### src/rtl/id_ex_stage_if.sv
// id_ex_stage_if: ID-side inputs, forward paths, EX handshake and registered EX outputs of the ID/EX stage; master drives the stage, slave is the stage
interface id_ex_stage_if #(
    parameter int XLEN = 32,
    parameter int REG_AW = 5,
    parameter int CNT_W = 32
);
    logic              id_valid_i;
    logic [XLEN-1:0]   id_pc_i;
    logic [31:0]       id_inst_i;
    logic [REG_AW-1:0] id_rs1_addr_i;
    logic [REG_AW-1:0] id_rs2_addr_i;
    logic              id_rs1_used_i;
    logic              id_rs2_used_i;
    logic [XLEN-1:0]   id_rs1_data_i;
    logic [XLEN-1:0]   id_rs2_data_i;
    logic [XLEN-1:0]   id_imm_i;
    logic [REG_AW-1:0] id_rd_addr_i;
    logic              id_wb_en_i;
    logic              id_is_load_i;
    logic              ex_fwd_en_i;
    logic [REG_AW-1:0] ex_fwd_rd_i;
    logic [XLEN-1:0]   ex_fwd_data_i;
    logic              mem_fwd_en_i;
    logic [REG_AW-1:0] mem_fwd_rd_i;
    logic [XLEN-1:0]   mem_fwd_data_i;
    logic              ex_ready_i;
    logic              flush_i;
    logic              stall_o;
    logic              ex_valid_o;
    logic [XLEN-1:0]   ex_pc_o;
    logic [31:0]       ex_inst_o;
    logic [XLEN-1:0]   ex_rs1_data_o;
    logic [XLEN-1:0]   ex_rs2_data_o;
    logic [XLEN-1:0]   ex_imm_o;
    logic [REG_AW-1:0] ex_rd_addr_o;
    logic              ex_wb_en_o;
    logic              ex_is_load_o;
    logic [CNT_W-1:0]  bubble_cnt_o;
    modport master (
        output id_valid_i, id_pc_i, id_inst_i, id_rs1_addr_i, id_rs2_addr_i, id_rs1_used_i, id_rs2_used_i,
               id_rs1_data_i, id_rs2_data_i, id_imm_i, id_rd_addr_i, id_wb_en_i, id_is_load_i,
               ex_fwd_en_i, ex_fwd_rd_i, ex_fwd_data_i, mem_fwd_en_i, mem_fwd_rd_i, mem_fwd_data_i,
               ex_ready_i, flush_i,
        input  stall_o, ex_valid_o, ex_pc_o, ex_inst_o, ex_rs1_data_o, ex_rs2_data_o, ex_imm_o,
               ex_rd_addr_o, ex_wb_en_o, ex_is_load_o, bubble_cnt_o
    );
    modport slave (
        input  id_valid_i, id_pc_i, id_inst_i, id_rs1_addr_i, id_rs2_addr_i, id_rs1_used_i, id_rs2_used_i,
               id_rs1_data_i, id_rs2_data_i, id_imm_i, id_rd_addr_i, id_wb_en_i, id_is_load_i,
               ex_fwd_en_i, ex_fwd_rd_i, ex_fwd_data_i, mem_fwd_en_i, mem_fwd_rd_i, mem_fwd_data_i,
               ex_ready_i, flush_i,
        output stall_o, ex_valid_o, ex_pc_o, ex_inst_o, ex_rs1_data_o, ex_rs2_data_o, ex_imm_o,
               ex_rd_addr_o, ex_wb_en_o, ex_is_load_o, bubble_cnt_o
    );
endinterface

### src/rtl/id_ex_stage.sv
// id_ex_stage: ID/EX pipeline register with capture-time forwarding, load-use bubble, back-pressure hold, flush and saturating bubble count (ports: clk, rest, bus slave)
module id_ex_stage #(
    parameter int XLEN = 32,
    parameter int REG_AW = 5,
    parameter int CNT_W = 32
) (
    input logic          clk,
    input logic          rest,
    id_ex_stage_if.slave bus
);
    typedef enum logic {RUN, BUBBLE} state_t;
    state_t state;
    logic hazard;
    logic [XLEN-1:0] rs1_fwd, rs2_fwd;
    always_comb begin
        hazard = state == RUN && bus.ex_valid_o && bus.ex_is_load_o && bus.ex_rd_addr_o != '0 && bus.id_valid_i &&
                 ((bus.id_rs1_used_i && bus.id_rs1_addr_i == bus.ex_rd_addr_o) ||
                  (bus.id_rs2_used_i && bus.id_rs2_addr_i == bus.ex_rd_addr_o));
        bus.stall_o = !rest && !bus.flush_i && (hazard || (!bus.ex_ready_i && bus.id_valid_i));
        rs1_fwd = bus.id_rs1_addr_i == '0 ? '0 :
                  bus.ex_fwd_en_i && bus.ex_fwd_rd_i == bus.id_rs1_addr_i ? bus.ex_fwd_data_i :
                  bus.mem_fwd_en_i && bus.mem_fwd_rd_i == bus.id_rs1_addr_i ? bus.mem_fwd_data_i : bus.id_rs1_data_i;
        rs2_fwd = bus.id_rs2_addr_i == '0 ? '0 :
                  bus.ex_fwd_en_i && bus.ex_fwd_rd_i == bus.id_rs2_addr_i ? bus.ex_fwd_data_i :
                  bus.mem_fwd_en_i && bus.mem_fwd_rd_i == bus.id_rs2_addr_i ? bus.mem_fwd_data_i : bus.id_rs2_data_i;
    end
    always_ff @(posedge clk) begin
        if (rest) begin
            state             <= RUN;
            bus.ex_valid_o    <= 1'b0;
            bus.ex_pc_o       <= '0;
            bus.ex_inst_o     <= '0;
            bus.ex_rs1_data_o <= '0;
            bus.ex_rs2_data_o <= '0;
            bus.ex_imm_o      <= '0;
            bus.ex_rd_addr_o  <= '0;
            bus.ex_wb_en_o    <= 1'b0;
            bus.ex_is_load_o  <= 1'b0;
            bus.bubble_cnt_o  <= '0;
        end else if (bus.flush_i) begin
            state            <= RUN;
            bus.ex_valid_o   <= 1'b0;
            bus.ex_wb_en_o   <= 1'b0;
            bus.ex_is_load_o <= 1'b0;
        end else if (bus.ex_ready_i) begin
            if (hazard) begin
                state            <= BUBBLE;
                bus.ex_valid_o   <= 1'b0;
                bus.ex_wb_en_o   <= 1'b0;
                bus.ex_is_load_o <= 1'b0;
                bus.bubble_cnt_o <= &bus.bubble_cnt_o ? bus.bubble_cnt_o : bus.bubble_cnt_o + CNT_W'(1);
            end else begin
                state             <= RUN;
                bus.ex_valid_o    <= bus.id_valid_i;
                bus.ex_pc_o       <= bus.id_pc_i;
                bus.ex_inst_o     <= bus.id_inst_i;
                bus.ex_rs1_data_o <= rs1_fwd;
                bus.ex_rs2_data_o <= rs2_fwd;
                bus.ex_imm_o      <= bus.id_imm_i;
                bus.ex_rd_addr_o  <= bus.id_rd_addr_i;
                bus.ex_wb_en_o    <= bus.id_valid_i && bus.id_wb_en_i;
                bus.ex_is_load_o  <= bus.id_valid_i && bus.id_is_load_i;
            end
        end
    end
endmodule

### src/flat_wrapper.sv
// flat-port wrapper written by rule: the top's interface ports become plain ports
module id_ex_stage_flat 
#(
    parameter int XLEN = 32,
    parameter int REG_AW = 5,
    parameter int CNT_W = 32
)
  (clk, rest, bus_id_valid_i, bus_id_pc_i, bus_id_inst_i, bus_id_rs1_addr_i, bus_id_rs2_addr_i, bus_id_rs1_used_i, bus_id_rs2_used_i, bus_id_rs1_data_i, bus_id_rs2_data_i, bus_id_imm_i, bus_id_rd_addr_i, bus_id_wb_en_i, bus_id_is_load_i, bus_ex_fwd_en_i, bus_ex_fwd_rd_i, bus_ex_fwd_data_i, bus_mem_fwd_en_i, bus_mem_fwd_rd_i, bus_mem_fwd_data_i, bus_ex_ready_i, bus_flush_i, bus_stall_o, bus_ex_valid_o, bus_ex_pc_o, bus_ex_inst_o, bus_ex_rs1_data_o, bus_ex_rs2_data_o, bus_ex_imm_o, bus_ex_rd_addr_o, bus_ex_wb_en_o, bus_ex_is_load_o, bus_bubble_cnt_o);
  id_ex_stage_if #(.XLEN(XLEN), .REG_AW(REG_AW), .CNT_W(CNT_W)) bus_i ();
  input logic clk;
  input logic rest;
  input wire logic [$bits(bus_i.id_valid_i)-1:0] bus_id_valid_i;
  input wire logic [$bits(bus_i.id_pc_i)-1:0] bus_id_pc_i;
  input wire logic [$bits(bus_i.id_inst_i)-1:0] bus_id_inst_i;
  input wire logic [$bits(bus_i.id_rs1_addr_i)-1:0] bus_id_rs1_addr_i;
  input wire logic [$bits(bus_i.id_rs2_addr_i)-1:0] bus_id_rs2_addr_i;
  input wire logic [$bits(bus_i.id_rs1_used_i)-1:0] bus_id_rs1_used_i;
  input wire logic [$bits(bus_i.id_rs2_used_i)-1:0] bus_id_rs2_used_i;
  input wire logic [$bits(bus_i.id_rs1_data_i)-1:0] bus_id_rs1_data_i;
  input wire logic [$bits(bus_i.id_rs2_data_i)-1:0] bus_id_rs2_data_i;
  input wire logic [$bits(bus_i.id_imm_i)-1:0] bus_id_imm_i;
  input wire logic [$bits(bus_i.id_rd_addr_i)-1:0] bus_id_rd_addr_i;
  input wire logic [$bits(bus_i.id_wb_en_i)-1:0] bus_id_wb_en_i;
  input wire logic [$bits(bus_i.id_is_load_i)-1:0] bus_id_is_load_i;
  input wire logic [$bits(bus_i.ex_fwd_en_i)-1:0] bus_ex_fwd_en_i;
  input wire logic [$bits(bus_i.ex_fwd_rd_i)-1:0] bus_ex_fwd_rd_i;
  input wire logic [$bits(bus_i.ex_fwd_data_i)-1:0] bus_ex_fwd_data_i;
  input wire logic [$bits(bus_i.mem_fwd_en_i)-1:0] bus_mem_fwd_en_i;
  input wire logic [$bits(bus_i.mem_fwd_rd_i)-1:0] bus_mem_fwd_rd_i;
  input wire logic [$bits(bus_i.mem_fwd_data_i)-1:0] bus_mem_fwd_data_i;
  input wire logic [$bits(bus_i.ex_ready_i)-1:0] bus_ex_ready_i;
  input wire logic [$bits(bus_i.flush_i)-1:0] bus_flush_i;
  output wire logic [$bits(bus_i.stall_o)-1:0] bus_stall_o;
  output wire logic [$bits(bus_i.ex_valid_o)-1:0] bus_ex_valid_o;
  output wire logic [$bits(bus_i.ex_pc_o)-1:0] bus_ex_pc_o;
  output wire logic [$bits(bus_i.ex_inst_o)-1:0] bus_ex_inst_o;
  output wire logic [$bits(bus_i.ex_rs1_data_o)-1:0] bus_ex_rs1_data_o;
  output wire logic [$bits(bus_i.ex_rs2_data_o)-1:0] bus_ex_rs2_data_o;
  output wire logic [$bits(bus_i.ex_imm_o)-1:0] bus_ex_imm_o;
  output wire logic [$bits(bus_i.ex_rd_addr_o)-1:0] bus_ex_rd_addr_o;
  output wire logic [$bits(bus_i.ex_wb_en_o)-1:0] bus_ex_wb_en_o;
  output wire logic [$bits(bus_i.ex_is_load_o)-1:0] bus_ex_is_load_o;
  output wire logic [$bits(bus_i.bubble_cnt_o)-1:0] bus_bubble_cnt_o;
  assign bus_i.id_valid_i = bus_id_valid_i;
  assign bus_i.id_pc_i = bus_id_pc_i;
  assign bus_i.id_inst_i = bus_id_inst_i;
  assign bus_i.id_rs1_addr_i = bus_id_rs1_addr_i;
  assign bus_i.id_rs2_addr_i = bus_id_rs2_addr_i;
  assign bus_i.id_rs1_used_i = bus_id_rs1_used_i;
  assign bus_i.id_rs2_used_i = bus_id_rs2_used_i;
  assign bus_i.id_rs1_data_i = bus_id_rs1_data_i;
  assign bus_i.id_rs2_data_i = bus_id_rs2_data_i;
  assign bus_i.id_imm_i = bus_id_imm_i;
  assign bus_i.id_rd_addr_i = bus_id_rd_addr_i;
  assign bus_i.id_wb_en_i = bus_id_wb_en_i;
  assign bus_i.id_is_load_i = bus_id_is_load_i;
  assign bus_i.ex_fwd_en_i = bus_ex_fwd_en_i;
  assign bus_i.ex_fwd_rd_i = bus_ex_fwd_rd_i;
  assign bus_i.ex_fwd_data_i = bus_ex_fwd_data_i;
  assign bus_i.mem_fwd_en_i = bus_mem_fwd_en_i;
  assign bus_i.mem_fwd_rd_i = bus_mem_fwd_rd_i;
  assign bus_i.mem_fwd_data_i = bus_mem_fwd_data_i;
  assign bus_i.ex_ready_i = bus_ex_ready_i;
  assign bus_i.flush_i = bus_flush_i;
  assign bus_stall_o = bus_i.stall_o;
  assign bus_ex_valid_o = bus_i.ex_valid_o;
  assign bus_ex_pc_o = bus_i.ex_pc_o;
  assign bus_ex_inst_o = bus_i.ex_inst_o;
  assign bus_ex_rs1_data_o = bus_i.ex_rs1_data_o;
  assign bus_ex_rs2_data_o = bus_i.ex_rs2_data_o;
  assign bus_ex_imm_o = bus_i.ex_imm_o;
  assign bus_ex_rd_addr_o = bus_i.ex_rd_addr_o;
  assign bus_ex_wb_en_o = bus_i.ex_wb_en_o;
  assign bus_ex_is_load_o = bus_i.ex_is_load_o;
  assign bus_bubble_cnt_o = bus_i.bubble_cnt_o;
  id_ex_stage #(.XLEN(XLEN), .REG_AW(REG_AW), .CNT_W(CNT_W)) u_core (.clk(clk), .rest(rest), .bus(bus_i));
endmodule
### config.mk
export PLATFORM = sky130hd
export DESIGN_NAME = id_ex_stage_flat
export DESIGN_NICKNAME = d
export VERILOG_FILES = /design/src/rtl/id_ex_stage_if.sv /design/src/rtl/id_ex_stage.sv /design/src/flat_wrapper.sv
export SDC_FILE = /design/constraint.sdc
export NUM_CORES = 1
export LEC_CHECK = 0
export ABC_AREA = 1
export BUFFER_PORTS_ARGS = -buffer_cell sky130_fd_sc_hd__buf_4
export CAP_MARGIN = 0
export CORE_AREA = 5 5 175 177
export DETAILED_ROUTE_END_ITERATION = 10
export DIE_AREA = 0 0 180 182
export GPL_ROUTABILITY_DRIVEN = 0
export GPL_TIMING_DRIVEN = 0
export PLACE_DENSITY = 0.65
export SLEW_MARGIN = 20
export SYNTH_ARGS = -nofsm -noshare
export SYNTH_HDL_FRONTEND = slang
export SYNTH_SLANG_ARGS = --single-unit
### constraint.sdc
create_clock -name clk -period 2.5 [get_ports clk]
set_input_delay 0.375 -clock clk [delete_from_list [all_inputs] [get_ports clk]]
set_output_delay 0.375 -clock clk [all_outputs]
set_load 0.01 [all_outputs]
==> results of run 1 <==
==> cell usage after synthesis (11+ instances only) <==
cell type / n / area share
nand2_1: 336 / 0.12
nor2_1: 273 / 0.096
inv_1: 233 / 0.082
dfxtp_1: 201 / 0.38
nand4_1: 139 / 0.081
a21oi_1: 136 / 0.064
o21ai_0: 119 / 0.056
nand3_1: 95 / 0.044
clkbuf_1: 76 / 0.027
buf_2: 27 / 0.013
nor3_1: 12 / 0.0056
o21ai_1: 11 / 0.0051
==> what timing repair did <==
| action | CTS | global route |
|---|---|---|
| pin swaps | 0 | 2 |
| resized for setup | 4 | 11 |
| buffers inserted | 0 | 1 |
| hold endpoints to repair | 0 | 0 |
| setup endpoints to repair | 1 | 1 |
==> cells by family (layout without fill, tap and decap cells) <==
| family | count (synthesis) | in the layout |
|---|---|---|
| and+or+nand+nor | 867 | 867 |
| adders and majority gates | 1 | 1 |
| DFF | 201 | 201 |
| buffers and inverters | 353 | 854 |
| AOI/OAI and AO/OA | 269 | 269 |
| xor gates and xnor gates | 14 | 14 |
==> per-stage QoR <==
| stage | power [W] | cells | setup slack, ns |
|---|---|---|---|
| 4_1_cts | 0.00855 | 2595 | 0.0325 |
| 3_3_place_gp | 0.00510 | 2555 | -0.136 |
| 2_1_floorplan | 0.00425 | 1705 | 0.622 |
| 3_5_place_dp | 0.00512 | 2555 | -0.154 |
| 5_1_grt | 0.00885 | 2596 | -0.00262 |
| 6_report | 0.00848 | 2596 | 0.149 |
==> where the power goes <==
group	leakage, nW	internal (W)	total, W	switching (W)
sequential	1.65	0.00337	0.00346	0.0000950
combinational	5.74	0.000704	0.00160	0.000898
clock	0.362	0.00205	0.00342	0.00136
==> cell type report <==
type | instances | area, µm²
clock buffer | 35 | 673
tap | 390 | 488
timing repair buffer | 461 | 3460
fill | 2993 | 13600
sequential | 201 | 4040
multi-input combinational | 1151 | 5310
inverter | 241 | 905
clock inverter | 5 | 77.6
buffer | 112 | 492
==> registers in the layout (all words and copies together) (netlist names) <==
| name | flops |
|---|---|
| u_core.bus.bubble_cnt_o | 32 |
| u_core.bus.ex_imm_o | 32 |
| u_core.bus.ex_inst_o | 32 |
| u_core.bus.ex_pc_o | 32 |
| u_core.bus.ex_rs1_data_o | 32 |
| u_core.bus.ex_rs2_data_o | 32 |
| u_core.bus.ex_rd_addr_o | 5 |
| u_core.bus.ex_is_load_o | 1 |
| u_core.bus.ex_valid_o | 1 |
| u_core.bus.ex_wb_en_o | 1 |
| u_core.state | 1 |
==> worst min-delay path by stage <==
stage                            from                      end
6_report             bus_id_is_load_i  u_core.bus.ex_is_load_o
5_1_grt               bus_id_pc_i[13]   u_core.bus.ex_pc_o[13]
4_1_cts              bus_id_is_load_i  u_core.bus.ex_is_load_o
3_3_place_gp   u_core.bus.ex_pc_o[13]   u_core.bus.ex_pc_o[13]
3_5_place_dp   u_core.bus.ex_pc_o[13]   u_core.bus.ex_pc_o[13]
2_1_floorplan            u_core.state             u_core.state
==> per-layer routing <==
metal,GRT usage,wire length [µm],up-vias
met4,0.0887,1680,2
li1,-,-,6461
met3,0.0713,3800,108
met2,0.478,22200,565
met1,0.304,18200,5824
met5,0,12,-
==> cells in the final DEF (no fill, tap or decap), types with 3 or more instances in the layout <==
master / n
nand3_2: 3
dfxtp_1: 196
buf_4: 469
nand2_1: 334
o21ai_0: 119
xor2_1: 6
inv_2: 9
buf_2: 27
nand3b_1: 3
a21oi_1: 136
clkbuf_16: 25
o21ai_1: 11
nor2_2: 4
inv_1: 232
nor3_1: 12
nor2_1: 270
xnor2_1: 8
nand3_1: 94
dfxtp_2: 3
clkbuf_1: 85
nand4_1: 139
==> worst min-delay path: cells and delay by family <==
family | cells | cell delay (ns)
buffers and inverters | 1 | 0.11
and+or+nand+nor | 1 | 0.05
AOI/OAI and AO/OA | 1 | 0.05
==> summary.txt, run 1 <==
Layout
  • Final net count: 2453
  • Share of cells above drive strength 1: 0.252
  • Antenna diodes: 0
  • Final core utilization: 0.531
  • Fin area: 0.0154 mm²
  • Layout area overhead: 44.2%

Global routing
  • Overflow after GRT: 0
  • GRT Total Usage: 0.265
  • Initial antenna violation count: 1
  • Largest net degree at the start of global routing: 12
  • Vias in the first global route: 12.8k
  • Global-route wire length before repair: 70.7 mm

Setup path
  • CP max-delay cell: dfxtp_4
  • Worst Setup SP: u_core.bus.ex_rd_addr_o[1]
  • FF-to-FF path depth: 9
  • Class of the most critical setup path: reg2out
  • Bufs and invs on worst path: 2
  • Crit Reg-Reg Endpoint: u_core.bus.bubble_cnt_o[6]
  • Critical path required time: 2.12 ns
  • Critical Path, Cell by Cell: inv_1 > nand2_1 > nand2_1 > nor2_2 > nand3_2 > nand2_2 > nand2_4 > nand2_1 > nand2_1 > nor2_2 > buf_4
  • Cell family with most CP delay: simple AND/OR/NAND/NOR gates
  • R2R setup slack: 0.23 ns
  • CP endpoint: bus_stall_o
  • Worst r2r src: u_core.bus.bubble_cnt_o[0]
  • Critical Path Fanout Max: 5
  • Crit. path cell count: 11
  • Crit start category: register
  • CP max stage delay: 0.37 ns
  • Critical Path AT: 1.98 ns
  • Setup crit end kind: output pin
  • Cell mode on critical path: nand2_1

Floorplanning
  • Die W: 180 µm
  • Vert. Die Dim: 182 µm
  • Core area: 0.0291 mm²
  • Initial core utilization: 0.368
  • FP Rows: 63
  • Die area: 0.0328 mm²
  • Top Ports: 461

Route
  • Wire per inst: 17.7 µm
  • Initial DRC count: 764
  • WL final: 45.9 mm
  • Vias/cell: 4.99
  • Residual DRC: 0
  • Antenna Nets Post-Route: 0
  • Drt first pass iters: 5
  • Vias after detailed routing: 13.0k

CTS
  • CTS Buf Count: 24
  • Max H-tree Level: 1
  • CTS Root Buffer Type: clkbuf_16
  • Max clock buf depth: 3
  • CTS sink cnt: 201
  • Skew-Pair Late Insertion Delay: 0.51 ns
  • Clock slew at reported path FFs: 0.06 ns
  • Hold buffers post-CTS: 0
  • CTS tree: done

Yosys
  • Yosys cell types: 27
  • Post-synth EDFFs: 0
  • Synth async-reset ratio: 0
  • Warnings, synthesis: 0
  • Post-Synth Simple-Gate Area: 0.354
  • Syn_area_per_cell: 6.28 µm²
  • Synth Area in Compound Gates: 0.127
  • Main flop type after synthesis: dfxtp_1
  • Cell area after technology mapping: 0.0107 mm²
  • Largest family of logic cells by synthesized area: simple AND/OR/NAND/NOR gates
  • Synth Area in Adders: 0.00117
  • Mapped Cells: 1705
  • FF+latch count, synth: 201
  • Syn Nets: 1966
  • XOR/XNOR Fraction of Synth Area: 0.0114
  • Seq/Total Area, Yosys: 0.376
  • Post-synthesis mux area share: 0

Timing
  • Worst-margin pin slew: 0.963 ns
  • Shortest period the worst path allows: 2.35 ns
  • Slew HR: 0.358
  • Pins Over Slew Limit: 0
  • Setup TNS: 0 ns
  • Setup violations, final: 0
  • Fmax: 0.425 GHz
  • Final Hold Viols: 0
  • Final Skew: 0.00855 ns
  • Period utilization: 0.940
  • Hold slack: 0.122 ns

Hold path
  • Hold Crit Class: in2reg
  • Hold path cells: 3

Pwr
  • Power Dens Cells: 549 mW/mm²
  • Pleak: 7.75 nW
  • Peak supply drop: 0.000491 V

Placement
  • Port Buffer Count: 460
  • Area after DPL: 0.0147 mm²
  • DP Wirelength: 36.8 mm

Run
  • Max_cap viols: 0

Run status
  • Status: complete, no violations
(Power assumes the default switching activity.)
==> run 2: changes to the inputs <==
--- a/config.mk
+++ b/config.mk
@@ -13,7 +13,8 @@
 export DIE_AREA = 0 0 180 182
 export GPL_ROUTABILITY_DRIVEN = 0
 export GPL_TIMING_DRIVEN = 0
-export PLACE_DENSITY = 0.65
+export PLACE_DENSITY_LB_ADDON = 0.05
+export REMOVE_ABC_BUFFERS = 1
 export SLEW_MARGIN = 20
 export SYNTH_ARGS = -nofsm -noshare
 export SYNTH_HDL_FRONTEND = slang
==> summary.txt, run 2 (synthesized netlist as in run 1, its figures left out) <==
Run status
  • Status: complete, no violations

Timing
  • Setup violations, final: 0 (unchanged)
  • Period utilization: 0.922 (-0.0183)
  • RSZ-0062 raised after global routing: false
  • Pins Over Slew Limit: 0 (unchanged)
  • Fmax: 0.434 GHz (+2.0%)
  • Shortest period the worst path allows: 2.31 ns (-0.0458 ns)
  • Post-route setup slack: 0.195 ns (+0.0458 ns)
  • Hold slack: 0.108 ns (-0.0137 ns)
  • Final Hold Viols: 0 (unchanged)
  • Final Skew: 0.0133 ns (+0.00478 ns)
  • Worst-margin pin slew: 0.989 ns (+0.0257 ns)
  • Slew HR: 0.341 (-0.0172)

CTS
  • Hold buffers post-CTS: 0 (unchanged)
  • CTS sink cnt: 201 (unchanged)
  • Max clock buf depth: 3 (unchanged)
  • Max H-tree Level: 1 (unchanged)
  • CTS Root Buffer Type: clkbuf_16
  • CTS tree: done
  • Skew-Pair Late Insertion Delay: 0.53 ns (+0.02 ns)
  • Clock slew at reported path FFs: 0.06 ns (about the same)
  • CTS Buf Count: 24 (unchanged)

Global routing
  • GRT Total Usage: 0.259 (-0.00588)
  • Initial antenna violation count: 8 (+7)
  • Overflow after GRT: 0 (unchanged)
  • Vias in the first global route: 12.0k (-5.9%)
  • Largest net degree at the start of global routing: 84 (+72)
  • Global-route wire length before repair: 68.7 mm (-2.7%)

Layout
  • Share of cells above drive strength 1: 0.271 (+0.0187)
  • Final core utilization: 0.546 (+0.0147)
  • Most frequent cells in the layout: buf_4, nand2_1, nor2_1
  • Final net count: 2383 (-2.9%)
  • Layout area overhead: 48.2%
  • Most common cell after layout, fill and taps aside: buf_4

Route
  • Drt first pass iters: 5 (unchanged)
  • Vias/cell: 5.05 (+1.3%)
  • Wire per inst: 18.3 µm (+3.3%)
  • Antenna Nets Post-Route: 0 (unchanged)
  • Vias after detailed routing: 12.8k (-1.1%)
  • WL final: 46.3 mm (+0.84%)
  • Initial DRC count: 756 (-1.0%)
  • Residual DRC: 0 (unchanged)

Floorplanning
  • Vert. Die Dim: 182 µm (unchanged)
  • Top Ports: 461 (unchanged)
  • Initial core utilization: 0.368 (unchanged)
  • Die area: 0.0328 mm² (unchanged)
  • Die W: 180 µm (unchanged)
  • Core area: 0.0291 mm² (unchanged)
  • FP Rows: 63 (unchanged)

Placement
  • DP Wirelength: 33.2 mm (-9.7%)
  • Pre-CTS WS: -0.285 ns (-0.130 ns)
  • Port Buffer Count: 460 (unchanged)

Setup path
  • Critical Path AT: 1.93 ns (-0.05 ns)
  • Critical Path Fanout Max: 7 (+2)
  • Crit start category: register
  • Setup crit end kind: output pin
  • Class of the most critical setup path: reg2out
  • Critical path required time: 2.12 ns (about the same)

Pwr
  • Power Dens Cells: 540 mW/mm² (-1.6%)
  • Total power: 0.00858 W (+1.1%)
  • Peak supply drop: 0.000495 V (+0.81%)
  • Pleak: 7.93 nW (+2.3%)

Hold path
  • Hold Crit Class: in2reg

Run
  • Max_cap viols: 0 (unchanged)
[run 2: changes by cell type in the layout (fill, tap and decap cells not counted), sizes merged]
cell    delta
bufinv     -2
clkinv     +6
clkbuf    -74
nand3      +1
buf        -1
nor2       +3
diode      +6
[run 2: path summary, 6_finish.rpt]
path	startpoint	endpoint	slack, ns	cells past startpoint
setup / recovery	u_core.bus.ex_rd_addr_o[0]	bus_stall_o	0.19	9
hold / removal	bus_id_wb_en_i	u_core.bus.ex_wb_en_o	0.11	3
setup reg to reg	u_core.bus.ex_rd_addr_o[0]	u_core.bus.bubble_cnt_o[30]	0.21	8
hold reg to reg	u_core.bus.ex_inst_o[29]	u_core.bus.ex_inst_o[29]	0.44	2
[run 2: area by class of cell]
class,instances,area [µm²]
fillers,2922,13200
multi-input cells,1155,5460
repair buffers,499,4210
flip-flops and latches,201,4030
inverters,241,907
clock buffers,34,698
well taps,390,488
clock inverters,9,58.8
diodes,6,15.0
[run 2: stage by stage]
step | setup TNS [ns] | std cells | cell area (µm²)
2_1_floorplan | -261.99 | 1593 | 10200
3_3_place_gp | -627.99 | 2443 | 14200
3_5_place_dp | -17.72 | 2470 | 14900
4_1_cts | 0 | 2516 | 15700
5_1_grt | 0 | 2535 | 15900
6_report | 0 | 2535 | 15900
[run 2: metal layers]
| layer | track usage | wire length (µm) | vias to the layer above |
|---|---|---|---|
| met5 | 0 | 27 | - |
| met4 | 0.107 | 1960 | 4 |
| met3 | 0.0829 | 4610 | 99 |
| met2 | 0.435 | 21900 | 552 |
| met1 | 0.307 | 17800 | 5821 |
| li1 | - | - | 6338 |
[run 2: power by group]
| group | total, W | switching [W] | internal, W |
|---|---|---|---|
| Sequential | 0.00345 | 0.0000850 | 0.00337 |
| Combinational | 0.00174 | 0.000936 | 0.000800 |
| Clock | 0.00339 | 0.00145 | 0.00194 |
[run 2: worst max-delay path, cell delays in order, from the launching register on]
cell	delay, ns
dfxtp_1	0.45
nor2_1	0.10
nand4_1	0.11
nand4_1	0.10
inv_1	0.13
nand2_4	0.13
nand2_1	0.10
nand2_1	0.07
nor2_1	0.10
buf_4	0.13
[run 2: timing repair]
action	CTS	global route
pin swaps	2	5
gates resized for setup	2	7
buffers inserted	1	8
gates cloned	2	5
endpoints found under the setup margin	72	97
==> run 3: changes to the inputs <==
--- a/config.mk
+++ b/config.mk
@@ -13,7 +13,7 @@
 export DIE_AREA = 0 0 180 182
 export GPL_ROUTABILITY_DRIVEN = 0
 export GPL_TIMING_DRIVEN = 0
-export PLACE_DENSITY_LB_ADDON = 0.05
+export PLACE_DENSITY = 0.73
 export REMOVE_ABC_BUFFERS = 1
 export SLEW_MARGIN = 20
 export SYNTH_ARGS = -nofsm -noshare
==> summary.txt, run 3 (synthesized netlist as in run 1, its figures left out) <==
Global routing
  • GRT Total Usage: 0.249 (-0.0101)
  • Overflow after GRT: 0 (unchanged)
  • Largest net degree at the start of global routing: 86 (+2.4%)
  • Initial antenna violation count: 3 (-5)
  • Global-route wire length before repair: 67.4 mm (-1.9%)
  • Vias in the first global route: 12.5k (+3.9%)

Placement
  • Area after DPL: 0.0148 mm² (-0.38%)
  • Port Buffer Count: 460 (unchanged)
  • DP Wirelength: 31.8 mm (-4.5%)
  • Pre-CTS WS: -0.0831 ns (+0.201 ns)

Timing
  • Final Hold Viols: 0 (unchanged)
  • Period utilization: 0.933 (+0.0105)
  • Hold slack: 0.127 ns (+0.0195 ns)
  • Final Skew: 0.0109 ns (-0.00244 ns)
  • Post-route setup slack: 0.168 ns (-0.0262 ns)
  • Pins Over Slew Limit: 0 (unchanged)
  • Worst-margin pin slew: 1.04 ns (+0.0525 ns)
  • Shortest period the worst path allows: 2.33 ns (+0.0262 ns)
  • Slew HR: 0.306 (-0.0350)
  • Fmax: 0.429 GHz (-1.1%)
  • Setup violations, final: 0 (unchanged)

Floorplanning
  • Initial core utilization: 0.368 (unchanged)
  • Die area: 0.0328 mm² (unchanged)
  • Core area: 0.0291 mm² (unchanged)
  • Die W: 180 µm (unchanged)
  • FP Rows: 63 (unchanged)
  • Top Ports: 461 (unchanged)
  • Vert. Die Dim: 182 µm (unchanged)

Layout
  • Filler cells: 2786 (-4.7%)
  • Most common cell after layout, fill and taps aside: buf_4
  • Layout area overhead: 47.7%
  • Register Area: 0.00402 mm² (-0.12%)
  • Most frequent cells in the layout: buf_4, nand2_1, nor2_1
  • Share of cells above drive strength 1: 0.269 (-0.00174)
  • Final core utilization: 0.544 (-0.00163)
  • Final net count: 2385 (+0.084%)
  • Fin area: 0.0158 mm² (-0.30%)
  • Multi-input gate area: 0.00546 mm² (about the same)

Route
  • Antenna Nets Post-Route: 0 (unchanged)
  • Wire per inst: 17.6 µm (-3.7%)
  • Drt first pass iters: 8 (+3)
  • Residual DRC: 0 (unchanged)
  • WL final: 44.5 mm (-3.8%)
  • Vias after detailed routing: 13.1k (+2.5%)
  • Vias/cell: 5.19 (+2.7%)
  • Initial DRC count: 1030 (+36%)

Setup path
  • Cell family with most CP delay: simple AND/OR/NAND/NOR gates
  • Critical Path AT: 1.96 ns (+0.03 ns)
  • Cell mode on critical path: nand2_1
  • CP max-delay cell: dfxtp_1
  • CP max stage delay: 0.37 ns (-0.08 ns)
  • Critical Path Fanout Max: 5 (-2)
  • Critical Path, Cell by Cell: inv_1 > nand2_1 > nand2_1 > nor2_1 > nand3_1 > nand2_2 > nand2_4 > nand2_1 > nand2_1 > nor2_1 > buf_4
  • Class of the most critical setup path: reg2out
  • Crit start category: register
  • Setup crit end kind: output pin
  • Bufs and invs on worst path: 2 (unchanged)
  • Critical path required time: 2.12 ns (about the same)

Pwr
  • Pleak: 7.91 nW (-0.30%)
  • Power Dens Cells: 549 mW/mm² (+1.5%)
  • Peak supply drop: 0.000513 V (+3.6%)
  • Total power: 0.00868 W (+1.2%)

CTS
  • CTS tree: done
  • CTS sink cnt: 201 (unchanged)
  • CTS Buf Count: 24 (unchanged)
  • Hold buffers post-CTS: 0 (unchanged)
  • Max clock buf depth: 3 (unchanged)
  • Max H-tree Level: 1 (unchanged)
  • Clock slew at reported path FFs: 0.06 ns (about the same)
  • Skew-Pair Late Insertion Delay: 0.51 ns (-0.02 ns)
  • CTS Root Buffer Type: clkbuf_16

Run status
  • Status: complete, no violations

Run
  • Max_cap viols: 0 (unchanged)

Hold path
  • Hold Crit Class: in2reg
run 3: cell type report:
class,count,area share
antenna,3,0.000474
clock buffer,33,0.0446
clock inverter,7,0.00569
inverter,241,0.0573
multi-input combinational,1154,0.345
sequential,201,0.254
tap,390,0.0308
timing repair buffer,502,0.262
run 3: power by group:
part / internal (W) / total (W) / switching (W)
clock network: 0.00216 / 0.00352 / 0.00136
logic: 0.000781 / 0.00171 / 0.000929
registers: 0.00337 / 0.00346 / 0.0000898
total: 0.00631 / 0.00868 / 0.00238
run 3: per-layer routing:
metal	vias to the layer above	track usage	part of all wire	wire [µm]
met5	-	0	0	0
met4	0	0.0878	0.035	1560
met3	149	0.0869	0.12	5480
met2	803	0.429	0.48	21300
met1	5858	0.288	0.36	16200
li1	6323	-	-	-
run 3: worst reg2reg max path: stages, from the launching register on:
cell and delay, ns:
dfxtp_1 0.37, inv_1 0.12, nand2_1 0.08, nand2_1 0.05
nor2_1 0.14, nand3_1 0.10, nand2_2 0.11, nand3_2 0.44
nor2_4 0.49, nand2_1 0.12, a21oi_1 0.18
run 3: stage by stage:
stage | cells | TNS [ns]
2_1_floorplan | 1593 | -261.99
3_3_place_gp | 2443 | -600.92
3_5_place_dp | 2470 | -2.07
4_1_cts | 2511 | 0
5_1_grt | 2531 | -0.00108
6_report | 2531 | 0
run 3: final timing paths:
check | cells past startpoint | slack (ns) | endpoint | start
setup / recovery | 11 | 0.17 | bus_stall_o | u_core.bus.ex_rd_addr_o[4]
hold / removal | 3 | 0.13 | u_core.bus.ex_is_load_o | bus_id_is_load_i
setup reg to reg | 10 | 0.21 | u_core.bus.bubble_cnt_o[20] | u_core.bus.ex_rd_addr_o[4]
hold reg to reg | 2 | 0.44 | u_core.bus.ex_imm_o[9] | u_core.bus.ex_imm_o[9]
run 3: timing repair:
action / in CTS / in global routing
gates cloned: 1 / 3
setup endpoints to repair: 15 / 108
pin swaps: 1 / 5
gates resized for setup: 1 / 5
buffers inserted: 0 / 14
